<file path="src/rtl/array_proc_pkg.sv">
// Shared types for the PE array command path: sequencer states, the
// instruction word layout and the readback widths.
package array_proc_pkg;

   typedef enum logic [2:0] {
      ST_IDLE  = 3'd0,
      ST_ISSUE = 3'd1,
      ST_WAIT  = 3'd2,
      ST_READ  = 3'd3,
      ST_DONE  = 3'd4
   } state_e;

   localparam int INSTR_W    = 32;
   localparam int OPCODE_W   = 6;
   localparam int REG_FLD_W  = 5;
   localparam int RSVD_W     = 11;
   localparam int REG_ADDR_W = 10;
   localparam int DATA_W     = 16;

   localparam logic [OPCODE_W-1:0] OP_NOP = 6'd0;

   // Field order fixes the bit positions: opcode[31:26], rs[25:21],
   // rt[20:16], rd[15:11], rsvd[10:0].
   typedef struct packed {
      logic [OPCODE_W-1:0]  opcode;
      logic [REG_FLD_W-1:0] rs;
      logic [REG_FLD_W-1:0] rt;
      logic [REG_FLD_W-1:0] rd;
      logic [RSVD_W-1:0]    rsvd;
   } instr_t;

   function automatic logic is_nop(instr_t ins);
      return ins.opcode == OP_NOP;
   endfunction

endpackage

</file>
<file path="src/rtl/pe_ack_tracker.sv">
// Collects per-PE completion pulses into sticky bits. A clear in the same
// cycle as a pulse drops that pulse, so acks coincident with issue are lost.
module pe_ack_tracker
#(
   parameter int LENGTH = 32
)
(
   input  logic              clk,
   input  logic              reset,
   input  logic              clr,
   input  logic [LENGTH-1:0] pe_ack,
   output logic              all_acked
);

   logic [LENGTH-1:0] seen_q, seen_d;

   // Accumulate pulses; clear has priority.
   always_comb begin
      seen_d = clr ? '0 : (seen_q | pe_ack);
   end

   // Sticky ack register.
   always_ff @(posedge clk or negedge reset) begin
      if (!reset) seen_q <= '0;
      else        seen_q <= seen_d;
   end

   // Includes this cycle's pulses so the last ack can end the wait at once.
   assign all_acked = !clr && (&(seen_q | pe_ack));

endmodule

</file>
<file path="src/rtl/pe_array_sequencer.sv">
// Host-to-PE-array command sequencer: latch, broadcast, wait for all acks,
// read back one register from one PE, report with a done pulse.
//
// state | meaning
// IDLE  | waiting for a start rising edge
// ISSUE | one-cycle issue strobe, ack tracker cleared, timer loaded
// WAIT  | collecting acks; timer counts down to the timeout
// READ  | rd_req held until rd_valid, then data captured
// DONE  | one-cycle done pulse
module pe_array_sequencer
   import array_proc_pkg::*;
#(
   parameter int SIZE    = 5,
   parameter int LENGTH  = 32,
   parameter int TIMEOUT = 1024
)
(
   input  logic                  clk,
   input  logic                  reset,
   input  logic                  start,
   input  logic [INSTR_W-1:0]    instruction,
   input  logic [SIZE-1:0]       PE_Addr,
   input  logic [REG_ADDR_W-1:0] RegAddr,
   output logic [INSTR_W-1:0]    pe_instr,
   output logic                  pe_issue,
   input  logic [LENGTH-1:0]     pe_ack,
   output logic                  rd_req,
   output logic [SIZE-1:0]       rd_pe,
   output logic [REG_ADDR_W-1:0] rd_reg,
   input  logic                  rd_valid,
   input  logic [DATA_W-1:0]     rd_data,
   output logic [DATA_W-1:0]     data,
   output logic                  busy,
   output logic                  done,
   output logic                  error
);

   localparam int TMR_W = (TIMEOUT > 1) ? $clog2(TIMEOUT) : 1;
   localparam logic [TMR_W-1:0] TMR_LOAD = TMR_W'(TIMEOUT - 1);
   localparam logic [SIZE:0]    LEN_L    = (SIZE + 1)'(LENGTH);

   state_e                  state_q, state_d;
   logic                    start_q;
   instr_t                  instr_q, instr_d;
   logic [SIZE-1:0]         pe_q, pe_d;
   logic [REG_ADDR_W-1:0]   reg_q, reg_d;
   logic [DATA_W-1:0]       data_q, data_d;
   logic                    error_q, error_d;
   logic [TMR_W-1:0]        tmr_q, tmr_d;
   logic                    trk_clr;
   logic                    all_acked;
   logic                    start_edge;
   logic                    addr_oob;

   assign start_edge = start && !start_q;
   assign addr_oob   = {1'b0, PE_Addr} >= LEN_L;

   pe_ack_tracker #(.LENGTH(LENGTH)) u_tracker (
      .clk       (clk),
      .reset     (reset),
      .clr       (trk_clr),
      .pe_ack    (pe_ack),
      .all_acked (all_acked)
   );

   // Next-state and datapath updates; the wait timer is a down-counter
   // loaded in ISSUE and expiring at zero.
   always_comb begin
      state_d = state_q;
      instr_d = instr_q;
      pe_d    = pe_q;
      reg_d   = reg_q;
      data_d  = data_q;
      error_d = error_q;
      tmr_d   = tmr_q;
      trk_clr = 1'b0;
      unique case (state_q)
         ST_IDLE: begin
            if (start_edge) begin
               instr_d = instruction;
               pe_d    = PE_Addr;
               reg_d   = RegAddr;
               error_d = addr_oob;
               state_d = addr_oob ? ST_DONE : ST_ISSUE;
            end
         end
         ST_ISSUE: begin
            trk_clr = 1'b1;
            tmr_d   = TMR_LOAD;
            state_d = is_nop(instr_q) ? ST_READ : ST_WAIT;
         end
         ST_WAIT: begin
            // Completion on the final timer cycle still counts as success.
            if (all_acked) begin
               state_d = ST_READ;
            end else if (tmr_q == '0) begin
               error_d = 1'b1;
               state_d = ST_DONE;
            end else begin
               tmr_d = tmr_q - TMR_W'(1);
            end
         end
         ST_READ: begin
            if (rd_valid) begin
               data_d  = rd_data;
               state_d = ST_DONE;
            end
         end
         ST_DONE: state_d = ST_IDLE;
         default: state_d = ST_IDLE;
      endcase
   end

   // State and datapath registers.
   always_ff @(posedge clk or negedge reset) begin
      if (!reset) begin
         state_q <= ST_IDLE;
         start_q <= 1'b0;
         instr_q <= '0;
         pe_q    <= '0;
         reg_q   <= '0;
         data_q  <= '0;
         error_q <= 1'b0;
         tmr_q   <= '0;
      end else begin
         state_q <= state_d;
         start_q <= start;
         instr_q <= instr_d;
         pe_q    <= pe_d;
         reg_q   <= reg_d;
         data_q  <= data_d;
         error_q <= error_d;
         tmr_q   <= tmr_d;
      end
   end

   assign pe_instr = instr_q;
   assign pe_issue = (state_q == ST_ISSUE);
   assign rd_req   = (state_q == ST_READ);
   assign rd_pe    = pe_q;
   assign rd_reg   = reg_q;
   assign data     = data_q;
   assign busy     = (state_q != ST_IDLE);
   assign done     = (state_q == ST_DONE);
   assign error    = error_q;

endmodule

</file>
<file path="config.mk">
export PLATFORM = sky130hd
export DESIGN_NAME = pe_array_sequencer
export DESIGN_NICKNAME = d
export VERILOG_FILES = /design/src/rtl/array_proc_pkg.sv /design/src/rtl/pe_ack_tracker.sv /design/src/rtl/pe_array_sequencer.sv
export SDC_FILE = /design/constraint.sdc
export NUM_CORES = 1
export LEC_CHECK = 0
export ABC_CLOCK_PERIOD_IN_PS = 4600
export CAP_MARGIN = 20
export CORE_MARGIN = 1.5
export CORE_UTILIZATION = 49
export CTS_BUF_LIST = sky130_fd_sc_hd__clkbuf_8
export DETAILED_ROUTE_END_ITERATION = 12
export PLACE_DENSITY = 0.88
export SKIP_CTS_REPAIR_TIMING = 1
export SYNTH_ARGS = -nofsm -noshare
export SYNTH_HDL_FRONTEND = slang
export SYNTH_SLANG_ARGS = --single-unit
</file>
<file path="constraint.sdc">
create_clock -name clk -period 4.6 [get_ports clk]
set_input_delay 0.92 -clock clk [delete_from_list [all_inputs] [get_ports clk]]
set_output_delay 0.92 -clock clk [all_outputs]
set_load 0.01 [all_outputs]
</file>
==> results of run 1 <==
==> cell families after synthesis <==
kind of cell,Yosys count,share of synthesized area (%)
simple gates,121,13.1
flops,110,63.1
mux,64,17.2
compound gates,23,3.64
buf+inv,19,2.21
fa+ha+maj,2,0.574
xor+xnor,1,0.201
==> through the flow <==
| step | total power [mW] | util (%) | cells |
|---|---|---|---|
| 2_1_floorplan | 2.41 | - | 340 |
| 3_3_place_gp | 3.22 | 70.3 | 604 |
| 3_5_place_dp | 3.30 | 70.3 | 604 |
| 4_1_cts | 3.93 | 72.8 | 620 |
| 5_1_grt | 4.12 | 73.2 | 621 |
| 6_report | 3.91 | 73.2 | 621 |
==> layer usage <==
metal  share of wire, %  wire length [um]  vias to the layer above
met5                  0                 0                        -
met4                2.6               265                        0
met3                6.9               707                       18
met2                 51              5250                      134
met1                 39              3990                     1596
li1                   -                 -                     1511
==> power by group through the flow <==
stage	sequential, mW	combinational [mW]	clock [mW]
3_5_place_dp	1.63	1.67	0
6_report	1.61	1.67	0.622
5_1_grt	1.67	1.79	0.668
2_1_floorplan	1.73	0.685	0
4_1_cts	1.61	1.68	0.633
3_3_place_gp	1.61	1.62	0
==> area by class of cell <==
type                       instances  area (um^2)
sequential                       110         2750
fill                             598         2330
timing repair buffer             170         1710
multi-input combinational        211         1510
clock buffer                      12          165
tap                              108          135
clock inverter                     4         52.6
inverter                           6         22.5
==> worst max-delay path: stages (launching register included) <==
cell             delay [ns]
dfrtp_1                0.52
nor3b_4                0.70
clkdlybuf4s50_1        0.67
==> worst paths after layout <==
kind	slack, ns	to	start
max in group asynchronous	3.25	rd_reg[2]$_DFFE_PN0P_	reset
min	0.35	u_tracker.seen_q[27]$_DFF_PN0_	reset
min reg2reg	0.49	u_tracker.seen_q[25]$_DFF_PN0_	u_tracker.seen_q[25]$_DFF_PN0_
max reg2reg	2.13	tmr_q[2]$_DFFE_PN0P_	state_q[0]$_DFFE_PN0P_
min in group clk	0.49	u_tracker.seen_q[25]$_DFF_PN0_	u_tracker.seen_q[25]$_DFF_PN0_
max	1.42	pe_issue	state_q[0]$_DFFE_PN0P_
==> cell usage in the layout, fill, tap and decap left out, drive strengths merged <==
cell / count
mux2: 63
nand4: 2
clkinv: 2
inv: 7
mux2i: 1
or3b: 2
xnor2: 1
or3: 4
and2: 2
and2b: 1
nor3: 7
nand3: 5
nor2b: 2
nand2: 7
a21boi: 1
buf: 5
a21oi: 7
dfrtp: 110
bufinv: 1
a22o: 1
clkbuf: 12
a22oi: 1
nor4: 9
clkdlybuf4s50: 165
ha: 2
a221oi: 2
nand4b: 1
a311oi: 1
and3: 2
o31ai: 8
nor2: 75
nor3b: 2
o21ai: 2
==> run metrics, run 1 <==
router iterations before antenna repair=4; routability cong.=0.931; largest driver fanout on the critical path=19; critical path data arrival time=2.26 ns; maximum number of pins on one net before global-route repair=80; EDFF count, synth=0; capturing element type of the critical path=primary output; worst vdd ir=339 uV; initial standard-cell utilization of the core=50.2%; global routing met1 resource utilization=26.5%; DRC viols=0; half-perimeter wire length after detailed placement=7.38 mm; internal power of the cells=2.66 mW; ratio of cells with drive above 1 in the final layout=17.5%; number of global-route vias before repair=3,440; leading area contributor after synthesis=dfrtp_1; top post-synthesis cells by count=dfrtp_1 (110), nor2_1 (75), mux2_2 (55), nor4_1 (9); number of DRC markers after the initial detailed-route iteration=118; Synth-to-Final Area Change=45.6%; total nets after synthesis=441; status=complete, no violations; worst hold margin=0.347 ns; data required time at the worst endpoint=3.68 ns; kind of critical path=reg2out; maximum root-to-sink buffer count=2; Net count, final=609; top post-synthesis cells by area=dfrtp_1 (63%), mux2_2 (14%), nor2_1 (6.5%); die outline area=0.00947 mm^2; worst clock skew=0.0102 ns; Top Usage Layer GRT=met2; most common cell in the synthesized netlist=dfrtp_1; post-synthesis cell count=340; Flop pwr share=41.2%; syn avg cell area=12.8 um^2; area of the core=0.00868 mm^2; part of the cycle the worst path needs=69.2%; setup tns final=0 ns; distinct cell type count of the synthesized netlist=39; Port-buffer cells=166; proportion of power drawn by the clock network=15.9%; GR Util All Layers=22.1%; final critical path time including I/O delays and setup=3.18 ns; type of origin of the critical path=flop; CTS HTree Levels=3; top flip-flop cell by instance count after synthesis=dfrtp_1; via count=3,259; clock root cell=clkbuf_8; Hold WC Path Type=in2async; max-slew violation count=0; TritonCTS buffer count=9; met2 GRT Util=37.7%; CTS sink count=110; drt wl/cell=16.5 um; total wire length=10.2 mm; transition time at the pin with the least slew margin=0.785 ns; ys async rst share=100%; number of violations of the max-capacitance limit=0; Max transition margin=47.4%; clock transition at the register clock pins on the worst setup and hold paths after CTS=0.10 ns; global-route met3 utilization=5.97%; sequential share of the synthesized area=63.1%; clock tree from TritonCTS=yes; setup ws final=1.42 ns; cell leakage power=2.64 nW; fin area=0.00635 mm^2; number of inserted diodes=0; Hold Fails Final Rpt=0; count of state elements after synthesis=110; Max Clk Rate=314 MHz; initial antenna violation count=0; unrepaired setup endpoints after global routing=no; overflow left after global routing=0; fraction of power spent switching nets=31.8%; Clock Latency Late Sink=0.36 ns; Worst Reg-to-Reg Cells=6; power density of the placed cells=615 mW/mm^2; Std-Cell Rows=34; endpoints failing setup=0; total placed instance area=0.00610 mm^2; Die Height=97.3 um; I/O pin total=167; minimum setup slack after placement=1.32 ns; ANT nets after route=0; Synth Warn #=0; Net Switching=1.24 mW; first-pass GRT wire length=16.5 mm; horizontal die dimension=97.3 um; Combinational Power Share=42.8%; area of the mapped netlist=0.00436 mm^2; share of the synthesized area in the top cell type=63.1%; Vias per Instance=5.25
(Power assumes the default switching activity.)
==> inputs of run 2 (changes only) <==
- ABC_CLOCK_PERIOD_IN_PS: 4600 -> 3110
- CORE_UTILIZATION: 49 -> 45
- PLACE_DENSITY: 0.88 -> 0.82
- clock period: 4.6 -> 3.11 ns (I/O delays scaled with it)
==> run 2 against run 1 <==
Effect of this change:
- global-route usage is 2.3 points lower
- sequential cell count stayed put
- largest power group unchanged
- utilization is 4.8 points lower
- via count is 1.1% lower
- total power is 47% higher
- clock power is 41% higher
- critical endpoint is now rd_req
- count of clock-buffer cells in the layout is 2 lower
==> run metrics, run 2 (same netlist as run 1, synthesis figures left out) <==
Net Switching=1.82 mW (+46%); type of origin of the critical path=flop; DRC viols=0 (unchanged); router iterations before antenna repair=6 (+2); GR Util All Layers=19.8% (-2.3 points); final critical path time including I/O delays and setup=2.49 ns; routability cong.=0.914 (-1.9%); cell leakage power=2.64 nW (about the same); die outline area=0.0103 mm^2 (+8.6%); fraction of power spent switching nets=31.8% (about the same); Max transition margin=55.7% (+8.3 points); total placed instance area=0.00617 mm^2 (+1.1%); via count=3,224 (-1.1%); commonest non-fill, non-tap cell in the layout=clkdlybuf4s50_1; Flop pwr share=41.6% (+0.4 points); setup ws final=0.619 ns (-0.800 ns); Synth-to-Final Area Change=46.2%; Worst R2R Start=state_q[0]$_DFFE_PN0P_; Combinational Power Share=43.1% (+0.3 points); register-to-register setup slack=0.83 ns (-1.30 ns); area of the core=0.00933 mm^2 (+7.5%); critical path data arrival time=1.87 ns (-0.39 ns); I/O pin total=167 (unchanged); largest driver fanout on the critical path=6 (-13); initial standard-cell utilization of the core=46.7% (-3.5 points); Worst Reg-to-Reg Cells=7 (+1); clock transition at the register clock pins on the worst setup and hold paths after CTS=0.10 ns (about the same); number of DRC markers after the initial detailed-route iteration=74 (-37%); max-slew violation count=0 (unchanged); capturing element type of the critical path=primary output; total wire length=9.91 mm (-3.0%); ANT nets after route=0 (unchanged); fin area=0.00638 mm^2 (+0.43%); Net count, final=610 (+0.16%); overflow left after global routing=0 (unchanged); # placed instances=627 (+3.8%); TritonCTS buffer count=9 (unchanged); maximum root-to-sink buffer count=2 (unchanged); maximum number of pins on one net before global-route repair=79 (-1.3%); Die Height=101 um (+4.2%); Hold WC Path Type=in2async; worst clock skew=0.0136 ns (+0.00339 ns); internal power of the cells=3.91 mW (+47%); proportion of power drawn by the clock network=15.3% (-0.6 points); number of violations of the max-capacitance limit=0 (unchanged); CTS sink count=110 (unchanged); post-route non-filler standard cell count=643 (+3.5%); horizontal die dimension=101 um (+4.2%); Hold Fails Final Rpt=0 (unchanged); most used cells in the layout excluding fill and tap cells=clkdlybuf4s50_1 (165), dfrtp_1 (110), nor2_1 (75); setup tns final=0 ns (unchanged); half-perimeter wire length after detailed placement=7.46 mm (+1.0%); drt wl/cell=15.4 um (-6.3%); number of global-route vias before repair=3,355 (-2.5%); global-route met3 utilization=5.24% (-0.73 points); Total Power Consumption=5.73 mW (+47%); CTS HTree Levels=3 (unchanged); Std-Cell Rows=35 (+2.9%); worst vdd ir=515 uV (+52%); ratio of cells with drive above 1 in the final layout=17.7% (+0.16 points); Max Clk Rate=401 MHz; unrepaired setup endpoints after global routing=no; Port-buffer cells=166 (unchanged); Final Core Density=68.4% (-4.8 points); met2 GRT Util=33.6% (-4.1 points); transition time at the pin with the least slew margin=0.663 ns (-0.122 ns); clock root cell=clkbuf_8; worst hold margin=0.181 ns (-0.165 ns); data required time at the worst endpoint=2.49 ns (-1.19 ns); number of inserted diodes=0 (unchanged); part of the cycle the worst path needs=80.1%; Top Usage Layer GRT=met2; initial antenna violation count=0 (unchanged); worst flop-to-flop path endpoint=tmr_q[2]$_DFFE_PN0P_; clock tree from TritonCTS=yes; minimum setup slack after placement=0.371 ns (-0.951 ns); endpoints failing setup=0 (unchanged); kind of critical path=reg2out; status=complete, no violations; global routing met1 resource utilization=23.6% (-2.9 points); final-layout fill cell count=689 (+15%); Clock Latency Late Sink=0.36 ns (about the same); power density of the placed cells=898 mW/mm^2 (+46%); Vias per Instance=5.01 (-4.5%); first-pass GRT wire length=15.7 mm (-4.5%)
[run 2: power by group through the flow]
| stage | Clock (mW) | Combinational, mW | Sequential (mW) |
|---|---|---|---|
| finish | 0.877 | 2.47 | 2.38 |
| global route | 0.959 | 2.66 | 2.46 |
| CTS | 0.914 | 2.50 | 2.39 |
| detailed placement | 0 | 2.49 | 2.41 |
| global placement | 0 | 2.42 | 2.38 |
| floorplan | 0 | 1.01 | 2.56 |
[run 2: critical path: stages (launching register included)]
cell and delay, ns:
dfrtp_1 0.47, and2b_1 0.28, and2_1 0.21, clkdlybuf4s50_1 0.56
[run 2: worst max-delay path by stage]
stage                           startpoint                   end  cells past startpoint  slack [ns]
floorplan                       pe_ack[13]  tmr_q[3]$_DFFE_PN0P_                      7        1.09
global placement                pe_ack[25]  tmr_q[5]$_DFFE_PN0P_                      7        0.44
detailed placement              pe_ack[25]  tmr_q[2]$_DFFE_PN0P_                      7        0.37
CTS                 state_q[2]$_DFFE_PN0P_                rd_req                      3        0.60
global route        state_q[2]$_DFFE_PN0P_                rd_req                      3        0.55
finish              state_q[2]$_DFFE_PN0P_                rd_req                      3        0.62
[run 2: per-layer routing]
metal | share of wire (%) | up-vias
li1 | - | 1511
met1 | 40 | 1578
met2 | 51 | 113
met3 | 6.2 | 22
met4 | 2.6 | 0
met5 | 0 | -
[run 2: layout make-up]
cell class	count	area, um^2	area share [%]
flip-flops and latches	110	2750	43.2
repair buffers	171	1720	27.0
multi-input cells	211	1510	23.7
well taps	129	161	2.53
clock buffers	10	138	2.16
clock inverters	6	68.8	1.08
inverters	6	22.5	0.353
==> inputs of run 3 (changes only) <==
- ABC_CLOCK_PERIOD_IN_PS: 3110 -> 2500
- clock period: 3.11 -> 2.5 ns (I/O delays scaled with it)
==> run 3 against run 2 <==
Effect of this change:
- combinational power increased by 26%
- setup slack worse by 0.46 ns
- sequential power increased by 25%
- critical path depth stayed put
- largest cell class unchanged
- largest power group unchanged
==> run metrics, run 3 (same netlist as run 1, synthesis figures left out) <==
status=complete, no violations; data required time at the worst endpoint=2.00 ns (-0.49 ns); worst vdd ir=615 uV (+19%); TritonCTS buffer count=9 (unchanged); number of violations of the max-capacitance limit=0 (unchanged); ratio of cells with drive above 1 in the final layout=18.7% (+0.99 points); commonest non-fill, non-tap cell in the layout=clkdlybuf4s50_1; Synth-to-Final Area Change=46.9%; unrepaired setup endpoints after global routing=no; Port-buffer cells=166 (unchanged); total wire length=10.1 mm (+2.2%); cell leakage power=2.66 nW (+0.66%); final critical path time including I/O delays and setup=2.34 ns; part of the cycle the worst path needs=93.7%; kind of critical path=reg2out; Die Height=101 um (unchanged); GR Util All Layers=20.6% (+0.84 points); worst hold margin=0.151 ns (-0.0300 ns); ANT nets after route=0 (unchanged); die outline area=0.0103 mm^2 (unchanged); most used cells in the layout excluding fill and tap cells=clkdlybuf4s50_1 (165), dfrtp_1 (110), nor2_1 (75); setup tns final=0 ns (unchanged); half-perimeter wire length after detailed placement=7.71 mm (+3.4%); number of inserted diodes=0 (unchanged); maximum number of pins on one net before global-route repair=54 (-32%); Hold Fails Final Rpt=0 (unchanged); area of the core=0.00933 mm^2 (unchanged); clock transition at the register clock pins on the worst setup and hold paths after CTS=0.11 ns (about the same); first-pass GRT wire length=16.5 mm (+4.9%); footprint of the flip-flops and latches=0.00275 mm^2 (unchanged); critical path data arrival time=1.84 ns (-0.03 ns); routability cong.=0.820 (-10%); I/O pin total=167 (unchanged); overflow left after global routing=0 (unchanged); type of origin of the critical path=flop; worst clock skew=0.0142 ns (+0.000624 ns); clock tree from TritonCTS=yes; final-layout fill cell count=717 (+4.1%); capturing element type of the critical path=primary output; largest driver fanout on the critical path=6 (unchanged); endpoints failing setup=0 (unchanged); CTS sink count=110 (unchanged); max-slew violation count=0 (unchanged); maximum root-to-sink buffer count=2 (unchanged); horizontal die dimension=101 um (unchanged); Vias per Instance=4.99 (-0.49%); number of DRC markers after the initial detailed-route iteration=103 (+39%); power density of the placed cells=1110 mW/mm^2 (+24%); router iterations before antenna repair=4 (-2); area used by multi-input combinational logic=0.00152 mm^2 (+0.41%); clock root cell=clkbuf_8; Max Clk Rate=427 MHz; Hold WC Path Type=in2async; Std-Cell Rows=35 (unchanged); via count=3,233 (+0.28%); transition time at the pin with the least slew margin=0.670 ns (+0.00715 ns); drt wl/cell=15.6 um (+1.4%); Final Core Density=68.7% (+0.30 points); number of global-route vias before repair=3,488 (+4.0%); Max transition margin=55.3% (-0.37 points); initial standard-cell utilization of the core=46.7% (unchanged); Net count, final=615 (+0.82%); initial antenna violation count=0 (unchanged); Clock Latency Late Sink=0.36 ns (about the same); CTS HTree Levels=3 (unchanged); DRC viols=0 (unchanged)
## run 3: changes by cell type in the layout (fill, tap and decap cells not counted)
cell and change:
nor4_2 +1, nor4_1 -1, inv_6 +1, clkbuf_8 +1, buf_4 +5, bufinv_16 -1, clkinv_4 -1
## run 3: area by class of cell
class / instances / share of cell area [%]
Clock buffer: 11 / 2.36
Clock inverter: 5 / 0.606
Timing Repair Buffer: 176 / 27.5
Multi-Input combinational cell: 211 / 23.7
Inverter: 6 / 0.352
Sequential cell: 110 / 43.0
Tap cell: 129 / 2.52
## run 3: stage by stage
stage / power (mW) / cell area, um^2 / std cells / worst slack [ns]
finish: 7.11 / 6400 / 648 / 0.159
floorplan: 4.44 / 4360 / 340 / 0.501
CTS: 7.18 / 6400 / 648 / 0.148
detailed placement: 6.14 / 6210 / 632 / 0.0155
global route: 7.57 / 6400 / 648 / 0.0572
global placement: 6.00 / 6210 / 632 / 0.0801
## run 3: worst paths after layout
| check | startpoint | endpoint | slack (ns) | cells after the start |
|---|---|---|---|---|
| setup reg to reg | tmr_q[6]$_DFFE_PN0P_ | tmr_q[3]$_DFFE_PN0P_ | 0.33 | 6 |
| max in group asynchronous | reset | data[2]$_DFFE_PN0P_ | 1.66 | 2 |
| hold reg to reg | u_tracker.seen_q[11]$_DFF_PN0_ | u_tracker.seen_q[11]$_DFF_PN0_ | 0.49 | 2 |
| hold / removal | reset | pe_instr[21]$_DFFE_PN0P_ | 0.15 | 1 |
| min in group clk | u_tracker.seen_q[11]$_DFF_PN0_ | u_tracker.seen_q[11]$_DFF_PN0_ | 0.49 | 2 |
| setup / recovery | state_q[2]$_DFFE_PN0P_ | rd_req | 0.16 | 3 |
## run 3: power by group
| group | internal [mW] | total, mW | switching [mW] |
|---|---|---|---|
| clock network | 0.427 | 1.02 | 0.597 |
| logic | 1.84 | 3.11 | 1.27 |
| registers | 2.55 | 2.98 | 0.426 |
## run 3: layer usage
layer / vias up / global-route usage, % / wire length (um)
met5: - / 0 / 0
met1: 1592 / 25.7 / 4130
met4: 0 / 8.55 / 249
li1: 1517 / - / -
met3: 19 / 4.42 / 589
met2: 105 / 35.2 / 5150
## run 3: worst max-delay path: stages (launching register included)
cell	delay, ns
dfrtp_1	0.46
and2b_1	0.27
and2_1	0.20
clkdlybuf4s50_1	0.56
